### src/rtl/writeback_stage.sv
// MEM/WB stage: registers the retiring instruction, aligns/extends loads, drives the RF write port and decode bypass.
// Optional retired-instruction counter enabled by defining WB_RETIRE_CNT_EN.
module writeback_stage #(
  parameter int DATA_W = 32,
  parameter int REG_AW = 5
) (
  input  logic              clk,
  input  logic              rst,
  input  logic              in_valid,
  output logic              in_ready,
  input  logic              hold,
  input  logic              flush,
  input  logic [DATA_W-1:0] mem_data,
  input  logic [DATA_W-1:0] alu_out,
  input  logic [REG_AW-1:0] dest,
  input  logic              reg_write,
  input  logic              mem_to_reg,
  input  logic [1:0]        load_size,
  input  logic              load_signed,
  input  logic [REG_AW-1:0] id_rs,
  input  logic [REG_AW-1:0] id_rt,
  output logic              rf_we,
  output logic [REG_AW-1:0] rf_waddr,
  output logic [DATA_W-1:0] rf_wdata,
  output logic              fwd_a,
  output logic              fwd_b,
  output logic [DATA_W-1:0] retire_cnt
);

  localparam logic [1:0] SZ_WORD = 2'b00;
  localparam logic [1:0] SZ_HALF = 2'b01;
  localparam logic [1:0] SZ_BYTE = 2'b10;

  logic              vld_p1;
  logic              we_p1;
  logic [REG_AW-1:0] wa_p1;
  logic              m2r_p1;
  logic [1:0]        size_p1;
  logic              sgn_p1;
  logic [1:0]        offset_p1;
  logic [DATA_W-1:0] mem_data_p1;
  logic [DATA_W-1:0] alu_out_p1;

  logic [DATA_W-1:0] load_data;
  logic              wr_live;

  function automatic logic [31:0] ext_half(input logic [15:0] h, input logic sg);
    logic signed [15:0] hs;
    logic signed [31:0] ws;
    hs = h;
    ws = hs;
    return sg ? ws : {16'h0000, h};
  endfunction

  function automatic logic [31:0] ext_byte(input logic [7:0] b, input logic sg);
    logic signed [7:0]  bs;
    logic signed [31:0] ws;
    bs = b;
    ws = bs;
    return sg ? ws : {24'h000000, b};
  endfunction

  // Big-endian lanes: offset 0 is the most significant byte/half.
  function automatic logic [31:0] align_load(input logic [31:0] word,
                                             input logic [1:0]  size,
                                             input logic [1:0]  offset,
                                             input logic        sg);
    logic [7:0]  lane_b;
    logic [15:0] lane_h;
    lane_h = offset[1] ? word[15:0] : word[31:16];
    case (offset)
      2'd0:    lane_b = word[31:24];
      2'd1:    lane_b = word[23:16];
      2'd2:    lane_b = word[15:8];
      default: lane_b = word[7:0];
    endcase
    case (size)
      SZ_HALF: return ext_half(lane_h, sg);
      SZ_BYTE: return ext_byte(lane_b, sg);
      SZ_WORD: return word;
      default: return word;
    endcase
  endfunction

  assign in_ready = !hold;

  // Stage boundary MEM -> WB: flush kills the incoming entry, hold freezes everything.
  always_ff @(posedge clk or negedge rst) begin
    if (!rst) begin
      vld_p1      <= 1'b0;
      we_p1       <= 1'b0;
      wa_p1       <= '0;
      m2r_p1      <= 1'b0;
      size_p1     <= SZ_WORD;
      sgn_p1      <= 1'b0;
      offset_p1   <= 2'b00;
      mem_data_p1 <= '0;
      alu_out_p1  <= '0;
    end else if (in_ready) begin
      vld_p1      <= in_valid & ~flush;
      we_p1       <= reg_write;
      wa_p1       <= dest;
      m2r_p1      <= mem_to_reg;
      size_p1     <= load_size;
      sgn_p1      <= load_signed;
      offset_p1   <= alu_out[1:0];
      mem_data_p1 <= mem_data;
      alu_out_p1  <= alu_out;
    end
  end

  // WB outputs: a held entry writes exactly once, in its first non-held cycle.
  assign load_data = align_load(mem_data_p1, size_p1, offset_p1, sgn_p1);
  assign wr_live   = vld_p1 & we_p1 & (wa_p1 != '0) & ~hold;

  assign rf_we    = wr_live;
  assign rf_waddr = wa_p1;
  assign rf_wdata = m2r_p1 ? load_data : alu_out_p1;
  assign fwd_a    = wr_live & (id_rs == wa_p1);
  assign fwd_b    = wr_live & (id_rt == wa_p1);

`ifdef WB_RETIRE_CNT_EN
  logic [DATA_W-1:0] retire_cnt_q;

  always_ff @(posedge clk or negedge rst) begin
    if (!rst)
      retire_cnt_q <= '0;
    else if (vld_p1 && !hold)
      retire_cnt_q <= retire_cnt_q + 1'b1;
  end

  assign retire_cnt = retire_cnt_q;
`else
  assign retire_cnt = '0;
`endif

endmodule

### config.mk
export PLATFORM = sky130hd
export DESIGN_NAME = writeback_stage
export DESIGN_NICKNAME = d
export VERILOG_FILES = /design/src/rtl/writeback_stage.sv
export SDC_FILE = /design/constraint.sdc
export NUM_CORES = 1
export LEC_CHECK = 0
export ABC_CLOCK_PERIOD_IN_PS = 4260
export CORE_MARGIN = 3
export CORE_UTILIZATION = 45
export CTS_BUF_LIST = sky130_fd_sc_hd__clkbuf_4
export DETAILED_ROUTE_END_ITERATION = 12
export PLACE_DENSITY = 0.82
export SETUP_SLACK_MARGIN = 0.1
export SYNTH_ARGS = -nofsm -noshare
export SYNTH_HDL_FRONTEND = slang
export SYNTH_SLANG_ARGS = --single-unit
### constraint.sdc
create_clock -name clk -period 4.26 [get_ports clk]
set_input_delay 0.852 -clock clk [delete_from_list [all_inputs] [get_ports clk]]
set_output_delay 0.852 -clock clk [all_outputs]
set_load 0.03 [all_outputs]
# [Word level (Yosys, flattened, before mapping)]
# Cells that the tools add are included.
[word_totals] regBits=77 inputBits=89
[classes] n_eq_ne=6 n_mux=6 bitwise_logic=8 n_reduce_logical=3
[ops] op="$mux 32" n=3
[ops] op="$pmux 32 s2" n=1
[ops] op="$pmux 8 s3" n=1
[ops] op="$mux 16" n=1
[ops] op="$eq 5x5->1" n=2
[ops] op="$and 1x1->1" n=6
[ops] op="$reduce_bool 5->1" n=1
[ops] op="$eq 2x1->1 const B" n=2
[ops] op="$eq 2x2->1 const B" n=2
[ops] op="$logic_not 2->1" n=1
[ops] op="$not 1->1" n=2
[ops] op="$logic_not 1->1" n=1

# [Depth between registers and ports, before layout]
[depth] ltp_word=5 depth_mapped=8 mapped_depth_nobuf=6

# [Worst setup path after synthesis]
# No wires, ideal clock.
[synth_timing] path_type="in2out" startpoint="input hold" endpoint="output fwd_a" arrival_ps=2526 path_slack_ps=882 cell_stages=4 path_buffers=1 path_cell_list="clkbuf_1 inv_1 o2111ai_1 nor4_1"
[synth_between] elab_chain_cells=3
[synth_rtl] element="start: declaration" line="11" rtl="input logic hold,"
[synth_rtl] element="$not 1->1" line="114" rtl="assign wr_live = vld_p1 & we_p1 & (wa_p1 != '0) & ~hold;"
[synth_rtl] element="$and 1x1->1" line="114"
[synth_rtl] element="$and 1x1->1" line="119" rtl="assign fwd_a = wr_live & (id_rs == wa_p1);"
[synth_rtl] element="end: declaration" line="25" rtl="output logic fwd_a,"
# Every way passes these cells.

# [Worst setup path after layout]
[layout_timing] startpoint="register size_p1[0]" endpoint="output rf_wdata[0]"
[layout_between] elab_chain_cells=3
[layout_rtl] element="start: declaration" line="38" rtl="logic [1:0] size_p1;"
[layout_rtl] element="start signal: assignment" line="104" rtl="size_p1 <= load_size;"
[layout_rtl] element="$eq 2x2->1 / $eq 2x1->1 (equally long branches)" line="77" rtl="case (size)"
[layout_rtl] element="$pmux 32 s2 (*)" line="77"
[layout_rtl] element="$mux 32 (*)" line="118" rtl="assign rf_wdata = m2r_p1 ? load_data : alu_out_p1;"
[layout_rtl] element="end: declaration" line="24" rtl="output logic [DATA_W-1:0] rf_wdata,"
# Mark *: on every way between the ends. The rest lies on a longest branch, timed or not.

==> out/results.ini <==
[finish]
final_cell_mix = clkdlybuf4s50_1 (127), mux2_2 (83), dfrtp_1 (74), conb_1 (32), nand2_1 (31)
fillCellCount = 719
final_nets = 595
multi_input_area_sq_um = 2103
register_area_sq_um = 1878
drive_above_1_share = 0.2299
area_growth_pct = 31.54
layout_commonest_cell = clkdlybuf4s50_1
diodes = 0

[timing]
fmax_mhz = 251.1
hold_violations = 0
max_slew_margin = 0.3564
period_minus_slack_ns = 3.982
timing.hold.ws_ns = 0.5014
fin_crit_sh = 0.9347
worst_slew_pin_slew_ns = 0.9653
drv_slew = 0
skew_ns = 0
setup_tns_ns = 0
setup_viol = 0
rsz0062_at_grt = no

[placement]
dp_hpwl_microns = 8122
portBuffers = 129
place.gp.congestion = 0.8370

[pwr]
intPower_mw = 1.339
pwr_density_cell_nw_per_um2 = 379.9
leakagePower_nw = 2.295
pwr-share-comb = 0.384
ir_worst_vdd_uv = 265.4
power_frac_seq = 0.403
clockPowerShare = 0.213
swShare = 0.3733
switching_power_mw = 0.7976

[floorplan]
die_w_microns = 103.5
fp.dieArea_sq_um = 10710
die_h_microns = 103.5
core_area_sq_um = 8976
row_count = 34
start_util = 0.4764
ios = 162

[grt]
grt_pass1_wl_microns = 17110
grtUsageTotal = 0.2109
grt_max_degree = 76
antenna_found_initial = 0
gr-total-overflow = 0
grt_pass1_vias = 3419

[yosys]
synth.top_cell.area_share = 0.4389
synthCells = 388
synthTopCellsByArea = dfrtp_1 (44%), mux2_2 (22%), buf_4 (5.8%)
synth_top_area_cell = dfrtp_1
synth_flop_cell = dfrtp_1
syn_avg_cell_area_sq_um = 11.02
ys_types = 40
ys_ff_latch = 75
synthArstFlopShare = 1.000
synth_area_sq_um = 4277
ys_seq_area_frac = 0.4389
synth_edf_count = 0
yosysWarnings = 0

[outcome]
status = finished, final reports clean

[cts]
clkTransAtPathRegs_ns = 0.13
cts_tree = yes
clk_latency_ns = 0.45
cts_buffers = 9
htreeDepth = 3
clockBufferDepth = 2
holdBufCountCts = 0
clock-root-buffer = clkbuf_4
cts.sinks = 75

[hold_path]
hp-class = in2async

[drt]
drt-wirelength-per-cell_microns = 17.56
drtAntennaViolNets = 0
viasPerCell = 5.372
drt-initial-drc-count = 213
drt_first_pass_iters = 6
num_vias = 3411
drcViolationCount = 0
drt_wl_total_microns = 11150

[flow_run]
max_cap_viol_count = 0

[setup_path]
crit_required_ns = 3.41
end_kind = primary output
critPathLaunchType = register
reg2reg_to = m2r_p1
arrival_ns = 3.13
ff2ff_path_depth = 2
worstPathMaxFanout = 14
setup.worst_path.class = reg2out
reg2reg_from = m2r_p1
reg2reg_slack_ns = 2.84
cp-endpoint = rf_wdata[0]
startpoint = size_p1[0]

## layer usage
metal / vias up / routed length, microns / GRT usage
met1: 1656 / 4470 / 0.2636
met4: 0 / 121 / 0.07072
met2: 182 / 5464 / 0.3471
met5: - / 0 / 0
li1: 1558 / - / -
met3: 15 / 1091 / 0.06573
## layout make-up
class / instances / area share
Tap cell: 126 / 0.02802
Clock buffer: 9 / 0.01201
Clock inverter: 7 / 0.01335
Timing Repair Buffer: 133 / 0.2335
Multi-Input combinational cell: 277 / 0.3739
Sequential cell: 75 / 0.3339
Inverter: 8 / 0.005338
## metrics by stage
stage | worst slack, ns | instance area, sq um | std cells | power (mW) | utilization
2_1_floorplan | 0.8817 | 4393 | 419 | 1.397 | -
3_3_place_gp | 0.7376 | 5482 | 619 | 1.676 | 0.6107
3_5_place_dp | 0.6270 | 5482 | 619 | 1.693 | 0.6107
4_1_cts | 0.1163 | 5624 | 635 | 2.153 | 0.6266
5_1_grt | 0.1098 | 5625 | 635 | 2.251 | 0.6267
6_report | 0.2781 | 5625 | 635 | 2.137 | 0.6267
## power groups by stage
| stage | logic, mW | registers, mW | clock network, mW |
|---|---|---|---|
| after floorplan | 0.552 | 0.844 | 0 |
| after detailed placement | 0.819 | 0.874 | 0 |
| final | 0.820 | 0.861 | 0.456 |
| after global routing | 0.876 | 0.872 | 0.503 |
| after CTS | 0.824 | 0.861 | 0.469 |
| after global placement | 0.806 | 0.870 | 0 |
## cells by family (layout without fill, tap and decap cells)
kind of cell / Yosys count / in the layout / synth area share
adders and majority gates: 2 / 2 / 0.005850
other: 1 / 32 / 0.0008769
buffers and inverters: 67 / 157 / 0.09684
xor gates and xnor gates: 10 / 10 / 0.02048
AOI/OAI and AO/OA: 69 / 69 / 0.1255
DFF: 75 / 75 / 0.4389
and+or+nand+nor: 75 / 75 / 0.07899
muxes: 89 / 89 / 0.2326
## worst min-delay path by stage
stage	cells after the start	to	slack, ns	from
after CTS	2	vld_p1	0.51	vld_p1
after global placement	2	vld_p1	0.48	vld_p1
after detailed placement	2	vld_p1	0.48	vld_p1
final	1	alu_out_p1[26]	0.50	rst
after floorplan	2	vld_p1	0.45	vld_p1
after global routing	2	vld_p1	0.53	vld_p1
## worst max-delay path: stages, from the launching register on
cell and delay, ns:
dfrtp_1 0.39, inv_1 0.05, ha_1 0.48, nor2_1 0.56, a22o_1 0.23, a222oi_1 0.07, a21oi_1 0.18, clkdlybuf4s50_1 0.73
## registers in the layout, summed over array words and instances (netlist names)
name / flops
mem_data_p1: 32
alu_out_p1: 31
rf_waddr: 5
size_p1: 2
m2r_p1: 1
offset_p1: 1
sgn_p1: 1
vld_p1: 1
we_p1: 1
## synthesized netlist by cell type (all sizes together) (4+ instances only)
cell and instances:
xor2 4, a221oi 16, o22ai 7, nand2b 6, inv 8, o21ai 4
buf 47, xnor2 6, nor2 21, o221ai 4, nand2 31, mux2i 6
clkbuf 12, a21oi 27, mux2 83, nand3 7, dfrtp 75
## timing repair
action | in CTS | in global routing
setup buffers | 0 | 0
gates resized for setup | 0 | 1
endpoints found under the setup margin | 0 | 16
(Power assumes the default switching activity.)
==> variant 1, RTL diff (config.mk and constraints unchanged) <==
The option `WB_RETIRE_CNT_EN` is turned on by a define.
--- a/src/rtl/writeback_stage.sv
+++ b/src/rtl/writeback_stage.sv
@@ -2,2 +2,4 @@
 // Optional retired-instruction counter enabled by defining WB_RETIRE_CNT_EN.
+`define WB_RETIRE_CNT_EN
+
 module writeback_stage #(
Formal check against the unedited RTL: not equivalent (a bounded check fails within 4 cycles, from zero or initial values and one cycle with rst low).
==> variant 1 against the unedited design <==
Wire length rose by 21%. Setup slack better by 0.071 ns. Area after synthesis is 22% higher. Cell area up 26%. Global-route usage increased by 0.20 points. Hold slack got worse by 0.014 ns. Clock power is 4% lower. Utilization is 1.1 points higher. Sequential cell count up 32. Total power grew 15%. Non-clock buffer count increased by 37. Critical path type unchanged. Critical endpoint is now rf_wdata[16]. Largest power group unchanged.
==> variant 1: results (changes against the unedited design) <==
wire length on met1 - 5890 µm (+32%)
FILL cells - 912 (+27%)
Initial DRC Count - 315 (+48%)
Routed WL - 13,500 µm (+21%)
xor-xnor portion of the synthesized cell area - 0.0691 (+0.0486)
Leakage - 2.89 nW (+26%)
GP Congestion - 0.830 (-0.81%)
worst-margin pin slew - 0.991 ns (+0.0257 ns)
GRT Util Overall - 0.213 (+0.00201)
Buffers on Ports - 161 (+25%)
Seq/Total Area, Yosys - 0.515 (+0.0764)
switching fraction of total power - 0.336 (-0.0376)
first-pass iteration count of the detailed router - 5 (-1)
Clock power frac - 0.179 (-0.034)
Distinct cells, synth - 43 (+7.5%)
critical path fanouts, max - 16 (+2)
mux cell area share after synthesis - 0.186 (-0.0462)
vias in the first global route - 4,043 (+18%)
Comb power - 0.813 mW (-0.9%)
Reg-to-Reg End - retire_cnt[31]
met2 routed wirelength - 6210 µm (+14%)
dpl ws - 0.763 ns (+0.136 ns)
clock skew - 0.0134 ns (+0.0134 ns)
outcome - completed
flop2flop setup slack - 2.25 ns (-0.59 ns)
Cell Area, Placed - 0.00694 mm² (+27%)
Adder-Cell Fraction of Synth Area - 0.00722 (+0.00137)
Non-Filler Instances - 726 (+14%)
pin count of the biggest net entering global routing - 79 (+3.9%)
WHS - 0.488 ns (-0.0139 ns)
clock slew at reported path FFs - 0.15 ns (+0.02 ns)
top cell types by occurrence after synthesis - dfrtp_1, mux2_2, xnor2_1
crit path DAT - 3.06 ns (-0.07 ns)
met3 routed WL - 920 µm (-16%)
dpl cells - 710 (+15%)
reg-to-reg startpoint - retire_cnt[15]
Synth area leaders - dfrtp_1, mux2_2, xnor2_1
Max rail drop VDD - 0.000225 V (-15%)
first-pass GRT wire length - 21,500 µm (+25%)
r2r worst-path depth - 4 (+2)
Worst path max stage delay - 0.63 ns (-0.10 ns)
worst hold path type - flop to flop
Compound-Gate Fraction of Synth Area - 0.0944 (-0.0311)
==> variant 1: changes by cell type in the layout (fill, tap and decap cells not counted), moves of 10 or more <==
cell / change
dfrtp_1: +33
nor2_1: -13
xnor2_1: +26
a221oi_2: -10
a21oi_1: -13
clkdlybuf4s50_1: +32
nand4_1: +10
conb_1: -32
a221o_1: +12
==> variant 1: worst max-delay path by stage <==
stage | end | depth (start not counted) | start | slack (ns)
final | rf_wdata[16] | 7 | size_p1[1] | 0.35
after global placement | rf_wdata[21] | 7 | size_p1[0] | 0.88
after floorplan | fwd_a | 4 | hold | 0.99
after CTS | rf_wdata[16] | 7 | size_p1[0] | 0.22
after global routing | rf_wdata[9] | 4 | alu_out_p1[1] | 0.15
after detailed placement | rf_wdata[16] | 7 | size_p1[0] | 0.76
==> variant 1: worst max-delay path, delay by kind of cell (launching register included) <==
kind,cells,cell delay (ns)
AOI/OAI and AO/OA,2,0.31
adders and majority gates,1,0.63
buffers and inverters,3,1.02
DFF,1,0.43
and+or+nand+nor,1,0.20
==> variant 1: cell type report <==
cell class | instances | area, µm² | share of cell area
clock buffer | 11 | 82.6 | 0.0117
multi-input combinational | 288 | 2400 | 0.340
sequential | 107 | 2680 | 0.379
tap | 140 | 175 | 0.0248
timing repair buffer | 170 | 1690 | 0.239
inverter | 6 | 22.5 | 0.00319
clock inverter | 4 | 18.8 | 0.00266
==> variant 1: cells by family after synthesis <==
group                    after synthesis
flip-flops                           107
XOR/XNOR                              41
buffers and inverters                 28
adder cells (fa/ha/maj)                3
AO/OA/AOI/OAI                         63
multiplexers                          85
AND/OR/NAND/NOR                       96
==> variant 1: routing by layer <==
layer,up-vias,GRT usage
met5,-,0
met4,0,0.101
met3,29,0.0329
met2,153,0.332
met1,1968,0.294
li1,1854,-
==> variant 2, RTL diff (same settings) <==
Made on the original files. The parameter `REG_AW` goes from 5 to 3.
--- a/src/rtl/writeback_stage.sv
+++ b/src/rtl/writeback_stage.sv
@@ -4,3 +4,3 @@
   parameter int DATA_W = 32,
-  parameter int REG_AW = 5
+  parameter int REG_AW = 3
 ) (
Ports: changed (resized dest, id_rs, id_rt and rf_waddr); port bits go from 162 to 154. The function was not compared with the original's and may differ.
==> variant 2 against the unedited design <==
Total power down 0.64%. Area after synthesis down 2.8%. Die area down 2.6%. Cell area down 3.6%. Setup slack better by 0.081 ns. Wire length down 3.7%. Utilization down 1.4 points. Sequential cell count down 2. Critical endpoint is now rf_wdata[21]. Largest power group unchanged.
==> variant 2: results (changes against the unedited design) <==
outcome - completed
flop2flop setup slack - 3.12 ns (+0.28 ns)
Seq/Total Area, Yosys - 0.439 (+0.000509)
Synth area leaders - dfrtp_1, mux2_2, buf_4
GP Congestion - 0.842 (+0.55%)
r2r worst-path depth - 1 (-1)
synthesized area per cell - 11.0 µm² (-0.21%)
GRT Util Overall - 0.208 (-0.00277)
worst hold path type - flop to flop
CP endpoint - rf_wdata[21]
layout cell share with drive strength beyond 1 - 0.236 (+0.00639)
relative slew slack - 0.389 (+0.0328)
Distinct cells, synth - 39 (-2.5%)
Routed WL - 10,700 µm (-3.7%)
fin nets - 571 (-4.0%)
dpl cells - 583 (-5.8%)
first-pass iteration count of the detailed router - 4 (-2)
first-pass GRT wire length - 16,500 µm (-3.7%)
Cell Area, Placed - 0.00526 mm² (-4.1%)
top cell types by occurrence after synthesis - mux2_2, dfrtp_1, buf_4
WL per Instance - 17.9 µm (+2.1%)
worst-skew pair later-pin latency - 0.41 ns (-0.04 ns)
HPWL Detailed - 7920 µm (-2.4%)
Max rail drop VDD - 0.000214 V (-19%)
Initial DRC Count - 165 (-23%)
routed vias - 3,280 (-3.8%)
crit path DAT - 3.05 ns (-0.08 ns)
critical path fanouts, max - 35 (+21)
pin count of the biggest net entering global routing - 74 (-2.6%)
## variant 2: kinds of logic after synthesis
kind of cell             Yosys count  share of synthesized area
buffers and inverters             67                      0.100
AND/OR/NAND/NOR                   74                     0.0801
other                              1                   0.000902
multiplexers                      87                      0.234
adder cells (fa/ha/maj)            2                    0.00602
flip-flops                        73                      0.439
AO/OA/AOI/OAI                     68                      0.127
XOR/XNOR                           6                     0.0126
## variant 2: area by class of cell
| cell class | instances | share of cell area |
|---|---|---|
| clock buffers | 10 | 0.0138 |
| clock inverters | 6 | 0.0152 |
| flip-flops and latches | 73 | 0.337 |
| well taps | 108 | 0.0249 |
| multi-input cells | 269 | 0.375 |
| inverters | 8 | 0.00554 |
| repair buffers | 125 | 0.228 |
## variant 2: repair_timing
action | in CTS | in global routing
gates resized for setup | 0 | 3
setup endpoints to repair | 0 | 10
buffers inserted | 0 | 0
## variant 2: per-layer routing
layer	up-vias	part of all wire	track usage
li1	1505	-	-
met1	1572	0.40	0.251
met2	175	0.47	0.336
met3	28	0.095	0.0724
met4	0	0.031	0.0959
met5	-	0	0
## variant 2: per-stage QoR
stage	utilization	setup WS, ns	hold slack (ns)
floorplan	-	0.929	0.453
global placement	0.594	0.708	0.481
detailed placement	0.594	0.605	0.494
CTS	0.612	0.112	0.521
global route	0.613	0.111	0.537
finish	0.613	0.359	0.518
## variant 2: critical path, delay by kind of cell (launching register included)
kind | cells | cell delay, ns
AO/OA/AOI/OAI | 2 | 0.33
flip-flops | 1 | 0.39
AND/OR/NAND/NOR | 1 | 0.14
adder cells (fa/ha/maj) | 1 | 0.45
buffers and inverters | 4 | 1.31
## variant 2: worst min path at each step
stage                   start              to  slack [ns]  cells past startpoint
2_1_floorplan          vld_p1          vld_p1        0.45                      2
3_3_place_gp           vld_p1          vld_p1        0.48                      2
3_5_place_dp    alu_out_p1[2]   alu_out_p1[2]        0.49                      1
4_1_cts        alu_out_p1[19]  alu_out_p1[19]        0.52                      1
5_1_grt        alu_out_p1[11]  alu_out_p1[11]        0.54                      1
6_report       alu_out_p1[28]  alu_out_p1[28]        0.52                      1
## variant 2: power by group
group | leakage, nW | switching (mW) | internal, mW
clock network | 0.0862 | 0.246 | 0.242
logic | 1.33 | 0.434 | 0.361
registers | 0.854 | 0.0791 | 0.761
